[config.mk]
export PLATFORM = sky130hd
export DESIGN_NAME = move_input_fsm
export DESIGN_NICKNAME = d
export VERILOG_FILES = /design/src/rtl/chess_pkg.sv /design/src/rtl/btn_edge.sv /design/src/rtl/move_input_fsm.sv
export SDC_FILE = /design/constraint.sdc
export NUM_CORES = 1
export LEC_CHECK = 0
export BUFFER_PORTS_ARGS = -buffer_cell sky130_fd_sc_hd__buf_4
export CORE_AREA = 4 4 111 113
export DETAILED_ROUTE_END_ITERATION = 6
export DIE_AREA = 0 0 115 117
export GPL_TIMING_DRIVEN = 0
export HOLD_SLACK_MARGIN = 0.02
export PLACE_DENSITY = 0.78
export REMOVE_ABC_BUFFERS = 1
export SLEW_MARGIN = 20
export SYNTH_ARGS = -nofsm -noshare
export SYNTH_HDL_FRONTEND = slang
export SYNTH_HIERARCHICAL = 1
export SYNTH_SLANG_ARGS = --single-unit
[constraint.sdc]
create_clock -name clk -period 6.7 [get_ports clk]
set_input_delay 0.67 -clock clk [delete_from_list [all_inputs] [get_ports clk]]
set_output_delay 0.67 -clock clk [all_outputs]
set_load 0.02 [all_outputs]
[src/rtl/chess_pkg.sv]
// Shared chess constants, FSM state encoding and small board/cursor helpers.
package chess_pkg;

  localparam int SQ_W      = 6;
  localparam int PIECE_W   = 4;
  localparam logic [PIECE_W-1:0] EMPTY = 4'd0;
  localparam int COLOR_BIT = 3;
  localparam int AXIS_W    = 3;
  localparam int BOARD_W   = 64 * PIECE_W;

  typedef enum logic [1:0] {
    CURSOR   = 2'd0,
    SELECTED = 2'd1,
    REQUEST  = 2'd2
  } fsmState_t;

  // Piece code stored on square sq of the packed board word.
  function automatic logic [PIECE_W-1:0] pieceAt(input logic [BOARD_W-1:0] brd,
                                                 input logic [SQ_W-1:0] sq);
    return brd[sq*PIECE_W +: PIECE_W];
  endfunction

  // True when the square holds a piece belonging to the side to move.
  function automatic logic isOwn(input logic [PIECE_W-1:0] code, input logic side);
    return (code != EMPTY) && (code[COLOR_BIT] == side);
  endfunction

  // One step along a single board axis, either wrapping or clamping at the edges.
  function automatic logic [AXIS_W-1:0] stepAxis(input logic [AXIS_W-1:0] pos,
                                                 input logic inc,
                                                 input logic wrap,
                                                 input logic [AXIS_W-1:0] maxPos);
    logic [AXIS_W-1:0] res;
    if (inc) begin
      if (pos == maxPos) res = wrap ? 3'd0 : pos;
      else               res = pos + 3'd1;
    end else begin
      if (pos == 3'd0) res = wrap ? maxPos : pos;
      else             res = pos - 3'd1;
    end
    return res;
  endfunction

endpackage

[src/rtl/btn_edge.sv]
// Rising-edge detector for one debounced button level; history presets high on
// reset so a button held through reset release never fires.
module btn_edge (
  input  logic clk,
  input  logic reset,
  input  logic level,
  output logic pulse
);

  logic levelQ_r;
  logic hist_r;

  // Register the level and keep one cycle of history for edge detection.
  always_ff @(posedge clk or posedge reset) begin
    if (reset) begin
      levelQ_r <= 1'b1;
      hist_r   <= 1'b1;
    end else begin
      levelQ_r <= level;
      hist_r   <= levelQ_r;
    end
  end

  assign pulse = levelQ_r & ~hist_r;

endmodule

[src/rtl/move_input_fsm.sv]
// Cursor/selection front end for a chess board: buttons move a cursor,
// C selects a source then a destination and raises a move request.
module move_input_fsm
  import chess_pkg::*;
#(
  parameter int WRAP = 1,
  parameter int DIM  = 8
) (
  input  logic                 clk,
  input  logic                 reset,
  input  logic                 BTNU,
  input  logic                 BTND,
  input  logic                 BTNL,
  input  logic                 BTNR,
  input  logic                 BTNC,
  input  logic [BOARD_W-1:0]   board,
  input  logic                 turn,
  output logic                 move_valid,
  input  logic                 move_ready,
  output logic [SQ_W-1:0]      move_src,
  output logic [SQ_W-1:0]      move_dst,
  output logic [2*SQ_W:0]      moveData
);

  localparam logic              WRAP_EN  = (WRAP != 0);
  localparam logic [AXIS_W-1:0] AXIS_MAX = 3'(DIM - 1);

  logic evU_s, evD_s, evL_s, evR_s, evC_s;

  btn_edge uEdgeU (.clk(clk), .reset(reset), .level(BTNU), .pulse(evU_s));
  btn_edge uEdgeD (.clk(clk), .reset(reset), .level(BTND), .pulse(evD_s));
  btn_edge uEdgeL (.clk(clk), .reset(reset), .level(BTNL), .pulse(evL_s));
  btn_edge uEdgeR (.clk(clk), .reset(reset), .level(BTNR), .pulse(evR_s));
  btn_edge uEdgeC (.clk(clk), .reset(reset), .level(BTNC), .pulse(evC_s));

  fsmState_t         state_r, stateNext_s;
  logic [AXIS_W-1:0] row_r, col_r, rowNext_s, colNext_s;
  logic [SQ_W-1:0]   src_r, dst_r, srcNext_s, dstNext_s;
  logic [SQ_W-1:0]   curSq_s;
  logic              own_s;

  assign curSq_s  = {row_r, col_r};
  assign own_s    = isOwn(pieceAt(board, curSq_s), turn);
  assign move_src = src_r;
  assign move_dst = dst_r;

  // Next state: C acts on the pre-step cursor and beats any direction; U>D>L>R.
  always_comb begin
    stateNext_s = state_r;
    rowNext_s   = row_r;
    colNext_s   = col_r;
    srcNext_s   = src_r;
    dstNext_s   = dst_r;
    case (state_r)
      REQUEST: begin
        if (move_ready) stateNext_s = CURSOR;
        else            stateNext_s = REQUEST;
      end
      CURSOR, SELECTED: begin
        if (evC_s) begin
          if (state_r == CURSOR) begin
            if (own_s) begin
              srcNext_s   = curSq_s;
              stateNext_s = SELECTED;
            end else begin
              stateNext_s = CURSOR;
            end
          end else if (curSq_s == src_r) begin
            stateNext_s = CURSOR;
          end else if (own_s) begin
            srcNext_s   = curSq_s;
            stateNext_s = SELECTED;
          end else begin
            dstNext_s   = curSq_s;
            stateNext_s = REQUEST;
          end
        end else if (evU_s) begin
          rowNext_s = stepAxis(row_r, 1'b0, WRAP_EN, AXIS_MAX);
        end else if (evD_s) begin
          rowNext_s = stepAxis(row_r, 1'b1, WRAP_EN, AXIS_MAX);
        end else if (evL_s) begin
          colNext_s = stepAxis(col_r, 1'b0, WRAP_EN, AXIS_MAX);
        end else if (evR_s) begin
          colNext_s = stepAxis(col_r, 1'b1, WRAP_EN, AXIS_MAX);
        end else begin
          stateNext_s = state_r;
        end
      end
      default: stateNext_s = CURSOR;
    endcase
  end

  // State, cursor, squares and all outputs are registered from the next values.
  always_ff @(posedge clk or posedge reset) begin
    if (reset) begin
      state_r    <= CURSOR;
      row_r      <= 3'd0;
      col_r      <= 3'd0;
      src_r      <= 6'd0;
      dst_r      <= 6'd0;
      move_valid <= 1'b0;
      moveData   <= 13'd0;
    end else begin
      state_r    <= stateNext_s;
      row_r      <= rowNext_s;
      col_r      <= colNext_s;
      src_r      <= srcNext_s;
      dst_r      <= dstNext_s;
      move_valid <= (stateNext_s == REQUEST);
      moveData   <= {(stateNext_s != CURSOR), srcNext_s, rowNext_s, colNext_s};
    end
  end

endmodule

==> results of run 1 <==
==> layout make-up <==
class | count | area, um2 | share of cell area [%]
clock inverters | 2 | 15.01 | 0.2581
multi-input cells | 270 | 2379 | 40.89
repair buffers | 292 | 2217 | 38.12
clock buffers | 6 | 138.9 | 2.388
inverters | 18 | 67.56 | 1.162
well taps | 143 | 178.9 | 3.076
flip-flops and latches | 32 | 820.8 | 14.11
==> kinds of logic after synthesis <==
kind of cell | synth area share, %
AOI/OAI and AO/OA | 16.45
xor gates and xnor gates | 1.999
buffers and inverters | 8.958
DFF | 23.20
and+or+nand+nor | 19.45
muxes | 27.44
adders and majority gates | 2.498
==> layout by cell type (no fill, tap or decap), drive strengths merged, types with 7 or more instances in the layout <==
cell and n:
dfrtp 22, mux2 13, o21ai 13, o311ai 7
nand2 26, nor2 23, nor3 35, buf 292
or3 8, nor2b 10, ha 7, a21oi 15
nor4 9, a211oi 7, inv 16, dfstp 10
mux4 31
==> registers in the layout, indices dropped and copies added (netlist names), 2 cells and up <==
name,flops
col_r,2
state_r,2
move_src,5
move_dst,6
row_r,2
moveData,4
==> stage by stage <==
stage          std cells  instance area [um2]  setup slack [ns]  hold WS [ns]
6_report             763                 5817             2.845        0.3606
5_1_grt              763                 5817             2.601        0.3645
4_1_cts              763                 5816             2.181        0.3597
3_5_place_dp         755                 5662             2.198        0.3570
3_3_place_gp         753                 5615             1.182        0.3580
2_1_floorplan        320                 3259             2.362        0.3541
==> power by group through the flow <==
stage | logic (W) | registers, W | clock network (W)
3_5_place_dp | 0.00126 | 0.000468 | 0
4_1_cts | 0.00126 | 0.000466 | 0.000233
3_3_place_gp | 0.00116 | 0.000514 | 0
6_report | 0.00125 | 0.000467 | 0.000231
2_1_floorplan | 0.000670 | 0.000526 | 0
5_1_grt | 0.00134 | 0.000489 | 0.000242
==> worst max-delay path: stages (launching register included) <==
cell	delay, ns
dfrtp_2	0.77
clkinv_1	0.58
nor2_1	0.34
o311ai_0	0.18
a31oi_1	0.27
nor4_1	0.09
o41ai_2	0.64
o22a_1	0.51
mux2_4	0.34
==> final timing paths <==
kind / slack [ns] / endpoint / cells past startpoint
max: 2.84 / move_dst[2]$_DFFE_PP0P_ / 8
min: 0.36 / uEdgeD/hist_r$_DFF_PP1_ / 0
max reg2reg: 2.84 / move_dst[2]$_DFFE_PP0P_ / 8
min reg2reg: 0.36 / uEdgeD/hist_r$_DFF_PP1_ / 0
max in group asynchronous: 5.44 / col_r[1]$_DFFE_PP0P_ / 2
min in group asynchronous: 0.44 / uEdgeU/levelQ_r$_DFF_PP1_ / 2
==> metal layers <==
| layer | global-route usage (%) | up-vias | part of all wire, % |
|---|---|---|---|
| li1 | - | 1908 | - |
| met1 | 24.24 | 1955 | 35 |
| met2 | 39.54 | 220 | 54 |
| met3 | 4.165 | 23 | 9.0 |
| met4 | 5.321 | 0 | 1.6 |
| met5 | 0 | - | 0 |
==> impl_metrics.tcl, run 1 <==
set metrics [dict create \
    layout-drive-gt1-share_pct 58.23 \
    vias 4106 \
    clock_sinks 32 \
    first_iter_violations 183 \
    antenna_cells 0 \
    synthToLayoutAreaGrowth_pct 65.92 \
    clockRootBuffer "clkbuf_16" \
    syn_avg_cell_area_um2 9.988 \
    clock_latency_ns 0.28 \
    syn_inst 351 \
    tns_ns 0 \
    h-tree-depth 2 \
    pwr_density_cell_nw_per_um2 334.2 \
    hold_path_class "reg2reg" \
    worst_ir_drop_vdd_uv 210.6 \
    finalSetupViolCount 0 \
    arrival_ns 4.01 \
    switching_share_pct 46.18 \
    clock.fmax_ghz 0.2594 \
    outcome "finished, final reports clean" \
    fp.dieArea_um2 13460 \
    hold_viol 0 \
    core_um2 11320 \
    worst_slew_pin_slew_ns 0.8782 \
    synth_most_common_cell "nor3_1" \
    hold_buffers 0 \
    synth_edf_count 0 \
    critPathKind "reg2reg" \
    drc_errors 0 \
    place_hpwl_mm 12.64 \
    grt_overflow 0 \
    pwr-share-clk_pct 11.9 \
    maxCapViolCount 0 \
    initial_core_util_pct 30.97 \
    finalCritPeriodShare_pct 57.54 \
    dieWidth_um 115 \
    die_h_um 117 \
    total_power_w 0.001944 \
    grt_max_degree 50 \
    rsz0062_at_grt "no" \
    pwr-share-seq_pct 24.0 \
    p_int_w 0.001046 \
    grt_pass1_wl_mm 21.82 \
    min-delay-start "uEdgeD/levelQ_r$_DFF_PP1_" \
    firstDrtPassIters 4 \
    clk_pin_slew_ns 0.05 \
    ys_seq_area_share_pct 23.20 \
    viasPerCell 5.381 \
    crit_start "row_r[0]$_DFFE_PP0P_" \
    synth_area_um2 3506 \
    end_kind "flip-flop" \
    yosys-top-cells-area "dfrtp_1 16%, mux4_2 12%, mux4_1 9.0%, dfstp_2 7.5%, nor3_1 4.9%" \
    cts_resized 0 \
    clock_path_buffers 2 \
    synth_top_area_share_pct 15.70 \
    wl_per_cell_um 20.15 \
    crit_fanout 29 \
    required_ns 6.86 \
    cellLeakagePower_nw 2.735 \
    grt_pass1_vias 4322 \
    ys_types 66 \
    fin_crit_ns 3.855 \
    regToRegStartpoint "row_r[0]$_DFFE_PP0P_" \
    clock_skew_ns 0.005690 \
    antenna_found_initial 0 \
    cts_tree "yes" \
    critPathLaunchType "flip-flop" \
    globalplace.congestion 0.8581 \
    slew_violations 0 \
    slew_headroom_pct 41.39 \
    synth_largest_area_cell "dfrtp_1" \
    nNetsFinal 891 \
    ios 291 \
    combPwrFrac_pct 64.1 \
    power.switching_w 0.0008977 \
    synthTopCellsByCount "34 x nor3_1, 26 x nand2_1, 22 x dfrtp_1, 22 x nor2_1, 19 x mux4_2" \
    row_count 39 \
    finalCoreUtilization_pct 51.38 \
    post_cts_buffers 0 \
    synthArstFlopShare_pct 100.0 \
    yosysWarnings 6 \
    numCtsBuffers 5 \
    drtAntennaViolNets 0 \
    synthFlopType "dfrtp_1" \
    finalWirelength_mm 15.37 \
    numPortBuffers 290 \
    grt_usage_pct 20.97 \
    n_fill_cell 1039 \
    yosys_register_bits 32 \
]
(Power assumes the default switching activity.)
==> run 2: changes to the inputs <==
==> constraint.sdc (replaced) <==
create_clock -name clk -period 3.8 [get_ports clk]
set_input_delay 0.38 -clock clk [delete_from_list [all_inputs] [get_ports clk]]
set_output_delay 0.38 -clock clk [all_outputs]
set_load 0.02 [all_outputs]
==> impl_metrics.tcl, run 2 (synthesis gave the netlist of run 1 again) <==
set metrics [dict create \
    post_cts_buffers 0 \
    globalplace.congestion 0.8581 \
    layout_common_cells "290 x buf_4, 34 x nor3_1, 26 x nand2_1" \
    first_iter_violations 178 \
    clock_latency_ns 0.28 \
    vias 4130 \
    layout-drive-gt1-share_pct 58.71 \
    wl_per_cell_um 20.23 \
    grt_overflow 0 \
    drtAntennaViolNets 0 \
    clock_skew_ns 0.005767 \
    grt_pass1_wl_mm 21.85 \
    core_um2 11320 \
    crit_fanout 49 \
    placedCellCount 755 \
    grt_max_degree 50 \
    firstDrtPassIters 4 \
    numCtsBuffers 5 \
    outcome "finished, final reports clean" \
    final_common_cell "buf_4" \
    slew_headroom_pct 41.44 \
    clockRootBuffer "clkbuf_16" \
    slew_violations 0 \
    required_ns 3.96 \
    numPortBuffers 290 \
    cellLeakagePower_nw 2.741 \
    dieWidth_um 115 \
    largest_reg_flops 6 \
    initial_core_util_pct 30.97 \
    hold_path_class "in2async" \
    fp.dieArea_um2 13460 \
    critPathKind "reg2reg" \
    regToRegStartpoint "col_r[1]$_DFFE_PP0P_" \
    worst_slew_pin_slew_ns 0.8775 \
    place_hpwl_mm 12.64 \
    nNetsFinal 891 \
    arrival_ns 3.68 \
    finalWirelength_mm 15.44 \
    h-tree-depth 2 \
    stdcell_count 763 \
    dp_slack_ns -0.7024 \
    antenna_cells 0 \
    ios 291 \
    clock.fmax_ghz 0.2842 \
    drc_errors 0 \
    fin_ws_ns 0.2816 \
    worstRegToRegCells 8 \
    synthToLayoutAreaGrowth_pct 66.49 \
    maxCapViolCount 0 \
    worst_ir_drop_vdd_uv 370.2 \
    clk_pin_slew_ns 0.06 \
    fin_crit_ns 3.518 \
    n_fill_cell 1038 \
    r2r_slack_ns 0.28 \
    critPathLaunchType "flip-flop" \
    hold_viol 0 \
    end_kind "flip-flop" \
    finalCritPeriodShare_pct 92.59 \
    hold_ws_ns 0.1534 \
    antenna_found_initial 0 \
    clock_sinks 32 \
    reg2reg_to "moveData[11]$_DFFE_PP0P_" \
    pwr_density_cell_nw_per_um2 592.9 \
    clock_path_buffers 2 \
    grt_usage_pct 20.99 \
    grt_pass1_vias 4327 \
    die_h_um 117 \
    viasPerCell 5.413 \
    cts_tree "yes" \
    row_count 39 \
    finalSetupViolCount 0 \
    rsz0062_at_grt "no" \
]
[run 2: cell counts in the layout (fill, tap and decap cells not counted)]
No cell type changed its count.
[run 2: layout make-up]
type | instances | area (um2) | area share, %
Tap cell | 143 | 178.9 | 3.065
Clock inverter | 2 | 15.01 | 0.2572
Clock buffer | 6 | 138.9 | 2.379
Timing Repair Buffer | 292 | 2217 | 37.99
Inverter | 18 | 68.82 | 1.179
Multi-Input combinational cell | 270 | 2397 | 41.07
Sequential cell | 32 | 820.8 | 14.06
[run 2: through the flow]
step           power (W)  setup TNS, ns  util (%)  area (um2)
6_report        0.003461              0     51.56        5837
4_1_cts         0.003460              0     51.40        5819
2_1_floorplan   0.002109         -7.094         -        3259
3_5_place_dp    0.003040         -7.977     50.01        5662
5_1_grt         0.003686              0     51.56        5837
3_3_place_gp    0.002959         -26.82     49.60        5615
[run 2: critical path, cell delays in order, from the launching register on]
cell	delay, ns
dfrtp_4	0.75
buf_12	0.28
inv_2	0.24
o31a_1	0.37
or4_1	0.50
nor4_2	0.36
o41ai_4	0.16
o211ai_4	0.32
mux2_2	0.38
[run 2: routing by layer]
metal / up-vias / GRT usage [%] / routed length, um
met5: - / 0 / 0
met3: 25 / 4.165 / 1350
met2: 232 / 39.62 / 8361
met4: 0 / 5.321 / 251
met1: 1965 / 24.24 / 5473
li1: 1908 / - / -
[run 2: worst max-delay path by stage]
| stage | startpoint | cells after the start | slack (ns) | endpoint |
|---|---|---|---|---|
| 2_1_floorplan | col_r[1]$_DFFE_PP0P_ | 7 | -0.54 | move_dst[1]$_DFFE_PP0P_ |
| 3_3_place_gp | col_r[1]$_DFFE_PP0P_ | 7 | -1.72 | move_dst[1]$_DFFE_PP0P_ |
| 3_5_place_dp | row_r[0]$_DFFE_PP0P_ | 8 | -0.70 | move_dst[2]$_DFFE_PP0P_ |
| 4_1_cts | col_r[1]$_DFFE_PP0P_ | 9 | 0.11 | move_dst[2]$_DFFE_PP0P_ |
| 5_1_grt | col_r[1]$_DFFE_PP0P_ | 8 | 0.02 | move_dst[2]$_DFFE_PP0P_ |
| 6_report | col_r[1]$_DFFE_PP0P_ | 8 | 0.28 | moveData[11]$_DFFE_PP0P_ |
[run 2: repair_timing]
action	in CTS	in global routing
hold buffers	0	0
endpoints found under the setup margin	16	6
resized for setup	3	2
hold endpoints to repair	0	0
[run 2: power breakdown]
| group | internal (W) | switching (W) | total, W |
|---|---|---|---|
| sequential | 0.000462 | 0.000362 | 0.000825 |
| combinational | 0.00114 | 0.00109 | 0.00223 |
| clock | 0.000260 | 0.000147 | 0.000407 |
